--- src/rtl/motor3_pkg.sv ---
`default_nettype none
// ============================================================================
//  Module      : motor3_pkg
//  Description : Shared types and constants for the motor3 six-step
//                commutation controller: drive codes, FSM states, the
//                six-entry commutation table and frequency-range defaults.
//  Revision    : 1.0  initial release
// ============================================================================
package motor3_pkg;

    // Per-phase half-bridge command (down1_up2 encoding); 2'd3 is never used
    localparam logic [1:0] DRV_OFF  = 2'd0;
    localparam logic [1:0] DRV_LOW  = 2'd1;
    localparam logic [1:0] DRV_HIGH = 2'd2;

    // Controller states
    typedef enum logic [1:0] {
        ST_IDLE  = 2'd0,
        ST_RUN   = 2'd1,
        ST_DEAD  = 2'd2,
        ST_BRAKE = 2'd3
    } motorState_t;

    // Electrical frequency range defaults (Hz)
    localparam int FREQ_MIN_DFLT = 1;
    localparam int FREQ_MAX_DFLT = 1000;

    // Commutation table, entry = {A, B, C}. Neighbouring steps never swap
    // H and L on one phase, so no dead time is needed between steps.
    localparam logic [0:5][5:0] STEP_TABLE = {
        {DRV_HIGH, DRV_LOW,  DRV_OFF },   // step 0
        {DRV_HIGH, DRV_OFF,  DRV_LOW },   // step 1
        {DRV_OFF,  DRV_HIGH, DRV_LOW },   // step 2
        {DRV_LOW,  DRV_HIGH, DRV_OFF },   // step 3
        {DRV_LOW,  DRV_OFF,  DRV_HIGH},   // step 4
        {DRV_OFF,  DRV_LOW,  DRV_HIGH}    // step 5
    };

    // Table lookup with PWM gating: high sides drop to OFF when the gate is
    // closed, low sides are left untouched. Out-of-range steps give all-off.
    function automatic logic [5:0] stepDrive(input logic [2:0] step, input logic highEn);
        logic [5:0] ent;
        ent = (step <= 3'd5) ? STEP_TABLE[step] : 6'd0;
        for (int p = 0; p < 3; p++) begin
            if (ent[2*p +: 2] == DRV_HIGH && !highEn) begin
                ent[2*p +: 2] = DRV_OFF;
            end
        end
        return ent;
    endfunction

endpackage
`default_nettype wire

--- src/rtl/motor3_pwm_gen.sv ---
`default_nettype none
// ============================================================================
//  Module      : motor3_pwm_gen
//  Description : Free-running PWM counter (0..PWM_PERIOD-1) and duty
//                compare. gateO is high while the counter is below dutyI,
//                so duty 0 never opens and duty PWM_PERIOD always opens.
//  Revision    : 1.0  initial release
// ============================================================================
module motor3_pwm_gen #(
    parameter int PWM_PERIOD = 50,
    parameter int DW         = 6
) (
    input  logic          clkI,
    input  logic          nRstI,
    input  logic [DW-1:0] dutyI,
    output logic          gateO
);

    localparam int CW = (PWM_PERIOD > 1) ? $clog2(PWM_PERIOD) : 1;
    localparam logic [CW-1:0] c_cntLast = CW'(PWM_PERIOD - 1);

    logic [CW-1:0] r_cnt;

    // Wrapping period counter
    always_ff @(posedge clkI or negedge nRstI) begin
        if (!nRstI) begin
            r_cnt <= '0;
        end else if (r_cnt == c_cntLast) begin
            r_cnt <= '0;
        end else begin
            r_cnt <= r_cnt + CW'(1);
        end
    end

    assign gateO = (int'(r_cnt) < int'(dutyI));

endmodule
`default_nettype wire

--- src/rtl/motor3_commutation_ctrl.sv ---
`default_nettype none
// ============================================================================
//  Module      : motor3_commutation_ctrl
//  Description : Six-step trapezoidal commutation controller. Converts
//                operator events into per-phase drive commands with NCO
//                step timing, high-side PWM gating, dead time and braking.
//                Optional soft start: define MOTOR3_SOFTSTART_EN.
//  Revision    : 1.0  initial release
// ============================================================================
module motor3_commutation_ctrl
    import motor3_pkg::*;
#(
    parameter int CLK_HZ       = 1000000,
    parameter int STEP_DIV     = CLK_HZ / 6,
    parameter int FREQ_MIN     = FREQ_MIN_DFLT,
    parameter int FREQ_MAX     = FREQ_MAX_DFLT,
    parameter int FREQ_INIT    = 10,
    parameter int PWM_PERIOD   = 50,
    parameter int DEADTIME     = 2,
    parameter int BRAKE_CYCLES = 100000
) (
    input  logic       clkI,
    input  logic       nRstI,
    input  logic       m3startI,
    input  logic       m3forceStopI,
    input  logic       m3invRotateI,
    input  logic       m3freqINCi,
    input  logic       m3freqDECi,
    input  logic       m3powerINCi,
    input  logic       m3powerDECi,
    output logic [1:0] aDrvO,
    output logic [1:0] bDrvO,
    output logic [1:0] cDrvO,
    output logic [2:0] stepO,
    output logic       runO,
    output logic [9:0] freqO,
    output logic [5:0] powerO
);

    localparam int AW = $clog2(STEP_DIV + FREQ_MAX + 1);
    localparam int TW = $clog2(((BRAKE_CYCLES > DEADTIME) ? BRAKE_CYCLES : DEADTIME) + 1);

    localparam logic [AW-1:0] c_stepDiv   = AW'(STEP_DIV);
    localparam logic [TW-1:0] c_deadLast  = TW'(DEADTIME - 1);
    localparam logic [TW-1:0] c_brakeLast = TW'(BRAKE_CYCLES - 1);
    localparam logic [9:0]    c_freqMin   = 10'(FREQ_MIN);
    localparam logic [9:0]    c_freqMax   = 10'(FREQ_MAX);
    localparam logic [5:0]    c_powerMax  = 6'(PWM_PERIOD);

    // Event vector bit order: start, stop, freqInc, freqDec, powInc, powDec
    logic [5:0]    r_evtSync;
    logic [5:0]    r_evtPrev;
    logic          r_invSync;
    logic [5:0]    w_evt;
    logic          w_startEvt, w_stopEvt, w_fIncEvt, w_fDecEvt, w_pIncEvt, w_pDecEvt;
    logic          w_runEntry;

    motorState_t   r_state;
    logic [2:0]    r_step;
    logic [AW-1:0] r_acc;
    logic [AW-1:0] w_accNext;
    logic [TW-1:0] r_timer;
    logic [9:0]    r_freq;
    logic [5:0]    r_power;
    logic [5:0]    w_duty;
    logic          w_gate;
    logic [5:0]    r_drv;

    // Register the raw controls once and keep the previous sample for edge detection
    always_ff @(posedge clkI or negedge nRstI) begin
        if (!nRstI) begin
            r_evtSync <= '0;
            r_evtPrev <= '0;
            r_invSync <= 1'b0;
        end else begin
            r_evtSync <= {m3powerDECi, m3powerINCi, m3freqDECi, m3freqINCi, m3forceStopI, m3startI};
            r_evtPrev <= r_evtSync;
            r_invSync <= m3invRotateI;
        end
    end

    assign w_evt      = r_evtSync & ~r_evtPrev;
    assign w_startEvt = w_evt[0];
    assign w_stopEvt  = w_evt[1];
    assign w_fIncEvt  = w_evt[2];
    assign w_fDecEvt  = w_evt[3];
    assign w_pIncEvt  = w_evt[4];
    assign w_pDecEvt  = w_evt[5];

    // Force stop beats a simultaneous start
    assign w_runEntry = (r_state == ST_IDLE) && w_startEvt && !w_stopEvt;
    assign w_accNext  = r_acc + AW'(r_freq);

    // Saturating frequency and power registers; INC+DEC together cancel
    always_ff @(posedge clkI or negedge nRstI) begin
        if (!nRstI) begin
            r_freq  <= 10'(FREQ_INIT);
            r_power <= '0;
        end else begin
            if (w_fIncEvt && !w_fDecEvt && r_freq < c_freqMax) begin
                r_freq <= r_freq + 10'd1;
            end else if (w_fDecEvt && !w_fIncEvt && r_freq > c_freqMin) begin
                r_freq <= r_freq - 10'd1;
            end
            if (w_pIncEvt && !w_pDecEvt && r_power < c_powerMax) begin
                r_power <= r_power + 6'd1;
            end else if (w_pDecEvt && !w_pIncEvt && r_power != 6'd0) begin
                r_power <= r_power - 6'd1;
            end
        end
    end

    // Main FSM: NCO step timing in RUN, timed DEAD and BRAKE phases
    always_ff @(posedge clkI or negedge nRstI) begin
        if (!nRstI) begin
            r_state <= ST_IDLE;
            r_step  <= '0;
            r_acc   <= '0;
            r_timer <= '0;
        end else begin
            case (r_state)
                ST_IDLE: begin
                    if (w_runEntry) begin
                        r_state <= ST_RUN;
                        r_step  <= '0;
                        r_acc   <= '0;
                    end
                end
                ST_RUN: begin
                    if (w_stopEvt) begin
                        r_state <= ST_DEAD;
                        r_timer <= '0;
                    end else if (w_accNext >= c_stepDiv) begin
                        r_acc <= w_accNext - c_stepDiv;
                        if (r_invSync) begin
                            r_step <= (r_step == 3'd0) ? 3'd5 : r_step - 3'd1;
                        end else begin
                            r_step <= (r_step == 3'd5) ? 3'd0 : r_step + 3'd1;
                        end
                    end else begin
                        r_acc <= w_accNext;
                    end
                end
                ST_DEAD: begin
                    if (r_timer == c_deadLast) begin
                        r_state <= ST_BRAKE;
                        r_timer <= '0;
                    end else begin
                        r_timer <= r_timer + TW'(1);
                    end
                end
                ST_BRAKE: begin
                    if (r_timer == c_brakeLast) begin
                        r_state <= ST_IDLE;
                        r_timer <= '0;
                    end else begin
                        r_timer <= r_timer + TW'(1);
                    end
                end
                default: begin
                    r_state <= ST_IDLE;
                end
            endcase
        end
    end

`ifdef MOTOR3_SOFTSTART_EN
    logic [5:0] r_effPower;
    logic [9:0] r_ssTick;

    // Soft start: effective power ramps up one unit per 1000 cycles from RUN entry,
    // but follows a power decrease at once
    always_ff @(posedge clkI or negedge nRstI) begin
        if (!nRstI) begin
            r_effPower <= '0;
            r_ssTick   <= '0;
        end else if (w_runEntry) begin
            r_effPower <= '0;
            r_ssTick   <= '0;
        end else if (r_state == ST_RUN) begin
            r_ssTick <= (r_ssTick == 10'd999) ? 10'd0 : r_ssTick + 10'd1;
            if (r_power < r_effPower) begin
                r_effPower <= r_power;
            end else if (r_ssTick == 10'd999 && r_effPower < r_power) begin
                r_effPower <= r_effPower + 6'd1;
            end
        end
    end

    assign w_duty = r_effPower;
`else
    assign w_duty = r_power;
`endif

    motor3_pwm_gen #(
        .PWM_PERIOD (PWM_PERIOD),
        .DW         (6)
    ) u_pwm (
        .clkI  (clkI),
        .nRstI (nRstI),
        .dutyI (w_duty),
        .gateO (w_gate)
    );

    // Registered drive outputs, one cycle behind state/step/PWM
    always_ff @(posedge clkI or negedge nRstI) begin
        if (!nRstI) begin
            r_drv <= '0;
        end else begin
            case (r_state)
                ST_RUN:   r_drv <= stepDrive(r_step, w_gate);
                ST_BRAKE: r_drv <= {DRV_LOW, DRV_LOW, DRV_LOW};
                default:  r_drv <= '0;
            endcase
        end
    end

    assign aDrvO  = r_drv[5:4];
    assign bDrvO  = r_drv[3:2];
    assign cDrvO  = r_drv[1:0];
    assign stepO  = r_step;
    assign runO   = (r_state == ST_RUN);
    assign freqO  = r_freq;
    assign powerO = r_power;

endmodule
`default_nettype wire
--- config.mk ---
export PLATFORM = sky130hd
export DESIGN_NAME = motor3_commutation_ctrl
export DESIGN_NICKNAME = d
export VERILOG_FILES = /design/src/rtl/motor3_pkg.sv /design/src/rtl/motor3_pwm_gen.sv /design/src/rtl/motor3_commutation_ctrl.sv
export SDC_FILE = /design/constraint.sdc
export NUM_CORES = 1
export LEC_CHECK = 0
export ABC_AREA = 0
export BUFFER_PORTS_ARGS = -buffer_cell sky130_fd_sc_hd__buf_2
export CAP_MARGIN = 20
export CORE_MARGIN = 2
export CORE_UTILIZATION = 45
export DETAILED_ROUTE_END_ITERATION = 12
export GPL_TIMING_DRIVEN = 0
export PLACE_DENSITY = 0.62
export SYNTH_ARGS = -nofsm -noshare
export SYNTH_HDL_FRONTEND = slang
export SYNTH_SLANG_ARGS = --single-unit
--- constraint.sdc ---
create_clock -name clkI -period 3.6 [get_ports clkI]
set_input_delay 0.36 -clock clkI [delete_from_list [all_inputs] [get_ports clkI]]
set_output_delay 0.36 -clock clkI [all_outputs]
set_load 0.01 [all_outputs]
# Word-level counts from Yosys, hierarchy flattened
# Memories as Yosys holds them, arrays and structs flattened.
# Index checks and enable logic that the tools add are counted.
# word_totals
romBits,48
output_inout_bits,26
input_bits,9
register_bits,81
latchBits,0
mem_bits_rw,0
wordCells,110
mem_count,1
# mem_list
name,depth,width,read_ports,rd_clocked_by_memory_dff,wr,line,source
(no name shown),8,6,1,0,0,motor3_pkg.sv:43,ent = (step <= 3'd5) ? STEP_TABLE[step] : 6'd0;
# op_classes
n_eq_ne,16
reduce_logical,30
multipliers,0
n_mux,32
shifts,0
n_bitwise,3
order_cmp,7
div,0
add_sub_neg,10
# op_table
op,n
$mux 18,3
$mux 17,3
$pmux 17 s3,1
$mux 6,6
$pmux 18 s2,1
$mux 10,2
$add 18x10->18,1
$ge 18x18->1 const B,1
$mux 3,6
$sub 18x18->18 const B,1
$add 17x1->17 const B,1
$eq 17x1->1 const B,1
$eq 17x17->1 const B,1
$mux 2,7
$logic_and 1x1->1,13
$add 6x1->6 const B,2
$pmux 6 s2,1
$add 10x1->10 const B,1
$eq 2x2->1 const B,5
$gt 10x1->1 const B,1
$lt 10x10->1 const B,1
$sub 10x1->10 const B,1
$ne 2x2->1 const B,4
$pmux 2 s4,1
24 further kinds,33

# Depth between registers and ports, before layout
# Gate-level depths: netlist of the first run.
# logic_depth
depth_word,9
depth_mapped,13
depth_no_buf,13

# Cells and area by module
# A second synthesis of the first run with hierarchy kept.
# hier_totals
cells_unflattened,620
area_unflattened_um2,5657.9
# modules_own_cells
mod,area_per_inst_um2,cells_per_inst,instances,seq_area_each_um2
motor3_commutation_ctrl,5235.0,573,1,1879.3
motor3_pwm_gen,422.9,47,1,150.1

# Worst setup path after synthesis of the first run
# No wires, ideal clock.
# synth_timing
path_kind,reg2reg
from,register r_freq[0] (netlist: freqO[0])
to,register r_acc[15]
slack_ps,121
path_stages_with_launch,14
setup_ps,122
required_time_ps,3478
period_less_slack_ps,3479
n_path_buf,0
arrival_time_ps,3358
cell_sequence,dfrtp_1 -> ha_1 -> inv_1 -> fa_1 -> nand2b_1 -> a21oi_2 -> or4_1 -> o211ai_1 -> a211o_2 -> a21boi_4 -> o21a_2 -> nor2_4 -> or3_1 -> a32o_1
# synth_between
elab_chain_cells,5
elab_cells_between_ends,6
cone_classes,add/sub (2); order compare (1); mux (3)
# synth_rtl
element,line,source
start: declaration,motor3_commutation_ctrl.sv:63,logic [9:0] r_freq;
start signal: assignment,motor3_commutation_ctrl.sv:97,r_freq <= 10'(FREQ_INIT);
start signal: assignment,motor3_commutation_ctrl.sv:101,r_freq <= r_freq + 10'd1;
start signal: assignment,motor3_commutation_ctrl.sv:103,r_freq <= r_freq - 10'd1;
$add 18x10->18 (*),motor3_commutation_ctrl.sv:92,assign w_accNext = r_acc + AW'(r_freq);
$sub 18x18->18 or $ge 18x18->1 (tied branches),"motor3_commutation_ctrl.sv:134, motor3_commutation_ctrl.sv:133",
$mux 18 (*),motor3_commutation_ctrl.sv:133,end else if (w_accNext >= c_stepDiv) begin
$mux 18 (*),motor3_commutation_ctrl.sv:130,if (w_stopEvt) begin
$pmux 18 s2 (*),motor3_commutation_ctrl.sv:121,case (r_state)
end signal: assignment,motor3_commutation_ctrl.sv:134,r_acc <= w_accNext - c_stepDiv;
end signal: assignment,motor3_commutation_ctrl.sv:141,r_acc <= w_accNext;
end: declaration,motor3_commutation_ctrl.sv:60,logic [AW-1:0] r_acc;
# Every way passes the cells marked *; elsewhere a longest branch is shown, timed or not. The select of a mux whose other input is x is not followed.
# A chain may end at the register's enable or synchronous reset.

# Worst setup path after layout of the first run
# layout_timing
from,register r_freq[3] (netlist: freqO[3])
to,register r_acc[15]
# Same word-level chain as after synthesis.

==> metrics, run 1 <==
outcome=complete, no violations; core area=11500 um^2; WS Path Type=reg -> reg; Yosys reg bits=81; slowest cell delay on critical path=0.54 ns; largest net degree at the start of global routing=58; post-synth top area share=between 30% and 40%; clock root buffer=clkbuf_16; Slew headroom=a little under half; Row Count=39; max-cap violations=0; # fillers=1035; post-route minimum period=around 3.4 ns; Worst-Skew Late Latency=0.34 ns; Worst Setup End Kind=flip-flop; Worst setup SP type=flip-flop; max-slew violations=0; H-Tree Depth=3; CTS tree=yes; Worst EP required=3.83 ns; Die X=approximately 110 um; top-level port count=35; commonest cells in the netlist=dfrtp_1 (79), nand2_1 (66), ha_1 (36), nor2_1 (36), a21oi_1 (35); Via Count=4475; Yosys warning count=0; detailed-router iteration count before antenna repair=5; final hold vios=0; clock sinks=81; drt drc=0; period utilisation layout=95.5%; Longest Clk Path Bufs=2; mapped cell area=between 5000 and 6000 um^2; ANT cells=0; wire per inst=between 15 and 20 um; post-synthesis cell type with the largest combined area=dfrtp_1; DRT antenna net count=0; starting DRC count in detailed routing=196; syn_nets=622; post-synthesis sequential area ratio=38.2%; number of global-route vias before repair=4486; critical path arrival=3.67 ns; gr ovfl total=0; Leak=2.73 nW; worst clock skew=0.00810 ns; vias per inst=5.69; Reg clk slew, reported paths=approximately 0.060 ns; worst path buffer plus inverter count=1; IO buf count=34; Fin Hold WS=0.121 ns; Crit path max-delay family=compound AO/OA/AOI/OAI gates; global-route wire length before repair=21300 um; dpl ws=-0.257 ns; Avg Synthesized Cell Area=9.25 um^2; Cells after Synth=575; Pwr Total=4.92 mW; utilization after layout=54.6%; power per cell area=about 790 nW/um^2; most common cell in the netlist=dfrtp_1; TritonCTS buffer count=9; dpl hpwl=8680 um; die area=12700 um^2; min-delay worst type=in -> reg; Slowest-stage cell, CP=dfstp_2; Post-synth EDFFs=0; Most used DFF post-synth=dfrtp_1; Max VDD drop=0.545 mV; Worst-Margin Slew=0.801 ns; GRT Util Overall=just over 20%; Layout Nets=687; Die Y=113 um; fmax=291 MHz; CP Cell Sequence=ha_1, and2_4, a221oi_4, a221o_1, a222oi_1, buf_4, a211o_2, a21boi_4, o21a_4, nor2_4, or3_1, a32o_1; Layout area overhead=17.9%; Starting Density=46.4%; initial antenna violation count=0; final setup vio count=0; Placer Congestion=roughly 0.94; Crit Path Max Fanout=6; ranking of synthesized cells by area=dfrtp_1 (37%), ha_1 (8.5%), nand2_1 (4.7%); share of cells above drive strength 1=~17%; Post-synth ARST share=100%; setup ws final=0.161 ns; DRT Wirelength=12500 um; final setup TNS=0 ns; Unique masters post-synth=76
## cell type report
| cell class | instances | area [um^2] | area share [%] |
|---|---|---|---|
| multi-input combinational | 452 | 3250 | 51.8 |
| sequential | 81 | 2030 | 32.4 |
| timing repair buffer | 53 | 338 | 5.39 |
| clock buffer | 13 | 260 | 4.15 |
| tap | 143 | 179 | 2.86 |
| inverter | 26 | 97.6 | 1.56 |
| buffer | 17 | 73.8 | 1.18 |
| clock inverter | 2 | 37.5 | 0.599 |
## state kept, by name, indices dropped and copies added, names as in the netlist, 6 cells and up
signal / cells
u_pwm.r_cnt: 6
r_acc: 18
freqO: 10
r_timer: 17
powerO: 6
r_drv: 6
r_evtSync: 6
r_evtPrev: 6
## cells in the final DEF, fill, tap and decap left out, drive strengths merged, types with 4 or more instances in the layout
cell type	count
nand4	12
nor2b	7
nor4	5
o211ai	4
dfrtp	79
o31ai	10
and3	9
a21o	12
o22ai	5
and2	5
nor2	37
or3	5
inv	26
clkbuf	26
nand3	22
nand2b	12
o41ai	4
a221oi	4
a211oi	9
xnor2	25
nand2	66
o21ai	41
ha	36
a21oi	37
a211o	4
buf	56
xor2	18
nor3	11
## kinds of logic after synthesis
| logic type | after synthesis | synth area share [%] |
|---|---|---|
| AOI/OAI and AO/OA | 159 | 21.5 |
| DFF | 81 | 38.2 |
| and+or+nand+nor | 205 | 19.3 |
| buffers and inverters | 43 | 3.22 |
| muxes | 6 | 1.20 |
| adders and majority gates | 38 | 9.23 |
| xor gates and xnor gates | 43 | 7.37 |
## metrics by stage
step,instances,area (um^2)
after floorplan,575,5320
after global placement,752,5670
final,787,6270
after detailed placement,753,5700
after global routing,787,6270
after CTS,776,6100
## path summary, 6_finish.rpt
kind                              startpoint      endpoint  slack (ns)  cells past startpoint
min in group asynchronous              nRstI      freqO[9]        0.49                      2
worst max-delay path                freqO[3]     r_acc[15]        0.16                     12
max in group asynchronous              nRstI      freqO[1]        2.49                      3
worst min register to register  r_evtSync[2]  r_evtPrev[2]        0.37                      0
worst max register to register      freqO[3]     r_acc[15]        0.16                     12
worst min-delay path             m3powerDECi  r_evtSync[5]        0.12                      1
## routing by layer
metal / vias up / global-route usage (%) / part of all wire (%)
met5: - / 0 / 0
met4: 0 / 6.26 / 1.5
met3: 14 / 4.34 / 3.6
met2: 87 / 33.6 / 48
met1: 2160 / 27.0 / 47
li1: 2214 / - / -
## repair_timing
item | 4_1_cts | 5_1_grt
setup buffers | 7 | 10
endpoints found under the setup margin | 20 | 20
gates resized for setup | 9 | 13
hold endpoints to repair | 24 | 0
cloned | 0 | 1
pin swaps | 6 | 6
hold buffers | 1 | 0
## power breakdown
group / switching [mW] / leakage (nW) / internal (mW)
combinational: 1.57 / 1.56 / 1.09
clock: 0.362 / 0.142 / 0.572
sequential: 0.209 / 1.03 / 1.12
(Power assumes the default switching activity.)
==> run 2: changes to the inputs <==
--- a/config.mk
+++ b/config.mk
@@ -13,6 +13,7 @@
 export DETAILED_ROUTE_END_ITERATION = 12
 export GPL_TIMING_DRIVEN = 0
 export PLACE_DENSITY = 0.62
+export RECOVER_POWER = 50
 export SYNTH_ARGS = -nofsm -noshare
 export SYNTH_HDL_FRONTEND = slang
 export SYNTH_SLANG_ARGS = --single-unit
==> metrics, run 2 (synthesis gave the netlist of run 1 again) <==
outcome=finished with violations; failing checks=max-capacitance violations, max-slew violations; hold path endpoint=r_evtSync[5]; placed cells=753; DRT Wirelength=12500 um; GRT Util Overall=20.3%; Starting Density=46.4%; starting DRC count in detailed routing=196; power per cell area=786 nW/um^2; period utilisation layout=95.5%; drt drc=0; Max VDD drop=0.545 mV; die area=12700 um^2; IO buf count=34; Die Y=roughly 110 um; core area=~11000 um^2; Layout Nets=approximately 690; Hold Path Cell Cnt=1; top-level port count=35; Final Cell Area=6260 um^2; Worst Min Path Start=m3powerDECi; Worst-Margin Slew=1.51 ns; r2r worst-path depth=12; max-slew violations=25; Via Count=4473; largest net degree at the start of global routing=58; ANT cells=0; gr ovfl total=0; wire per inst=around 16 um; net switching power=2.14 mW; grt met2 use=33.6%; Slew headroom=-0.563%; Die X=113 um; max-cap violations=1; DRT antenna net count=0; Largest register FFs=18; # fillers=1034; Worst setup SP type=flip-flop; post-route minimum period=around 3.4 ns; most common cell after layout, fill and taps aside=dfrtp_1; Fin Hold WS=about 0.12 ns; Longest Clk Path Bufs=2; H-Tree Depth=3; Placer Congestion=0.937; final hold vios=0; multi-input logic area=3250 um^2; TritonCTS buffer count=9; GR peak layer=met2; critical path arrival=3.67 ns; Worst EP required=3.83 ns; final setup vio count=0; vias per inst=5.68; worst reg2reg startpoint=freqO[3]; sequential share of power=a little over a quarter; dpl hpwl=8680 um; Worst Setup End Kind=flip-flop; number of global-route vias before repair=about 4500; clock root buffer=clkbuf_16; FF+latch area=2030 um^2; switching share of power=43.5%; Clock Power Share=19.0%; Reg clk slew, reported paths=0.06 ns; initial antenna violation count=0; final setup TNS=0 ns; fmax=approximately 290 MHz; worst clock skew=slightly above 0.008 ns; met3 Use GR=4.34%; internal power=2.78 mW; share of cells above drive strength 1=17.2%; Placed Area=5700 um^2; Non-Filler Instances=787; WS Path Type=reg -> reg; Leak=2.73 nW; CTS tree=yes; detailed-router iteration count before antenna repair=4; worst flop-to-flop path endpoint=r_acc[15]; Reg2Reg Setup Slack=0.16 ns; Layout area overhead=17.8%; Row Count=39; clock sinks=slightly above 80; global-route wire length before repair=21300 um; Logic pwr share=between 50 and 60%; Worst-Skew Late Latency=0.34 ns; Crit Path Max Fanout=6; met1 Resource Use GR=a little over a quarter; min-delay worst type=in -> reg; Top reg by flops=r_acc; commonest cells after routing, fill and taps aside=dfrtp_1 (77), nand2_1 (65), nor2_1 (36)
-- run 2: worst max-delay path: stages, from the launching register on --
cell and delay [ns]:
dfstp_2 0.54, ha_1 0.28, and2_4 0.18, a221oi_4 0.35
a221o_1 0.24, a222oi_1 0.08, buf_4 0.16, a211o_2 0.35
a21boi_4 0.26, o21a_4 0.21, nor2_4 0.06, or3_1 0.35
a32o_1 0.25
-- run 2: power groups by stage --
stage          logic (mW)  registers [mW]  clock network, mW
5_1_grt              2.97            1.36              0.998
2_1_floorplan        1.72            1.36                  0
3_3_place_gp         2.27            1.36                  0
4_1_cts              2.47            1.35              0.956
3_5_place_dp         2.32            1.37                  0
6_report             2.66            1.33              0.934
-- run 2: what timing repair did --
item,in CTS,in global routing
cloned,0,1
gates resized for setup,9,13
setup buffers,7,10
setup endpoints to repair,20,20
pin swaps,6,6
hold buffers,1,0
endpoints found under the hold margin,24,0
-- run 2: through the flow --
stage	setup WS (ns)	utilization, %	power (mW)
floorplan	0.121	-	3.08
global placement	-0.203	49.4	3.63
detailed placement	-0.257	49.7	3.69
CTS	0.00549	53.2	4.77
global route	-0.0186	54.6	5.34
finish	0.161	54.6	4.92
-- run 2: how the worst max path moves through the flow --
stage | slack, ns | from | end | depth (start not counted)
2_1_floorplan | 0.12 | freqO[0] | r_acc[15] | 13
3_5_place_dp | -0.26 | freqO[0] | r_acc[15] | 13
4_1_cts | 0.005 | freqO[0] | r_acc[15] | 13
3_3_place_gp | -0.20 | freqO[0] | r_acc[15] | 13
6_report | 0.16 | freqO[3] | r_acc[15] | 12
5_1_grt | -0.02 | freqO[6] | r_acc[15] | 11
-- run 2: final cells by class --
class | instances | area share [%]
clock inverters | 2 | 0.599
repair buffers | 53 | 5.33
clock buffers | 13 | 4.16
inverters | 26 | 1.56
well taps | 143 | 2.86
multi-input cells | 452 | 51.9
plain buffers | 17 | 1.18
flip-flops and latches | 81 | 32.4
-- run 2: per-layer routing --
layer | vias up | wire, um
li1 | 2214 | -
met1 | 2160 | 5900
met2 | 85 | 5990
met3 | 14 | 445
met4 | 0 | 190
met5 | - | 0
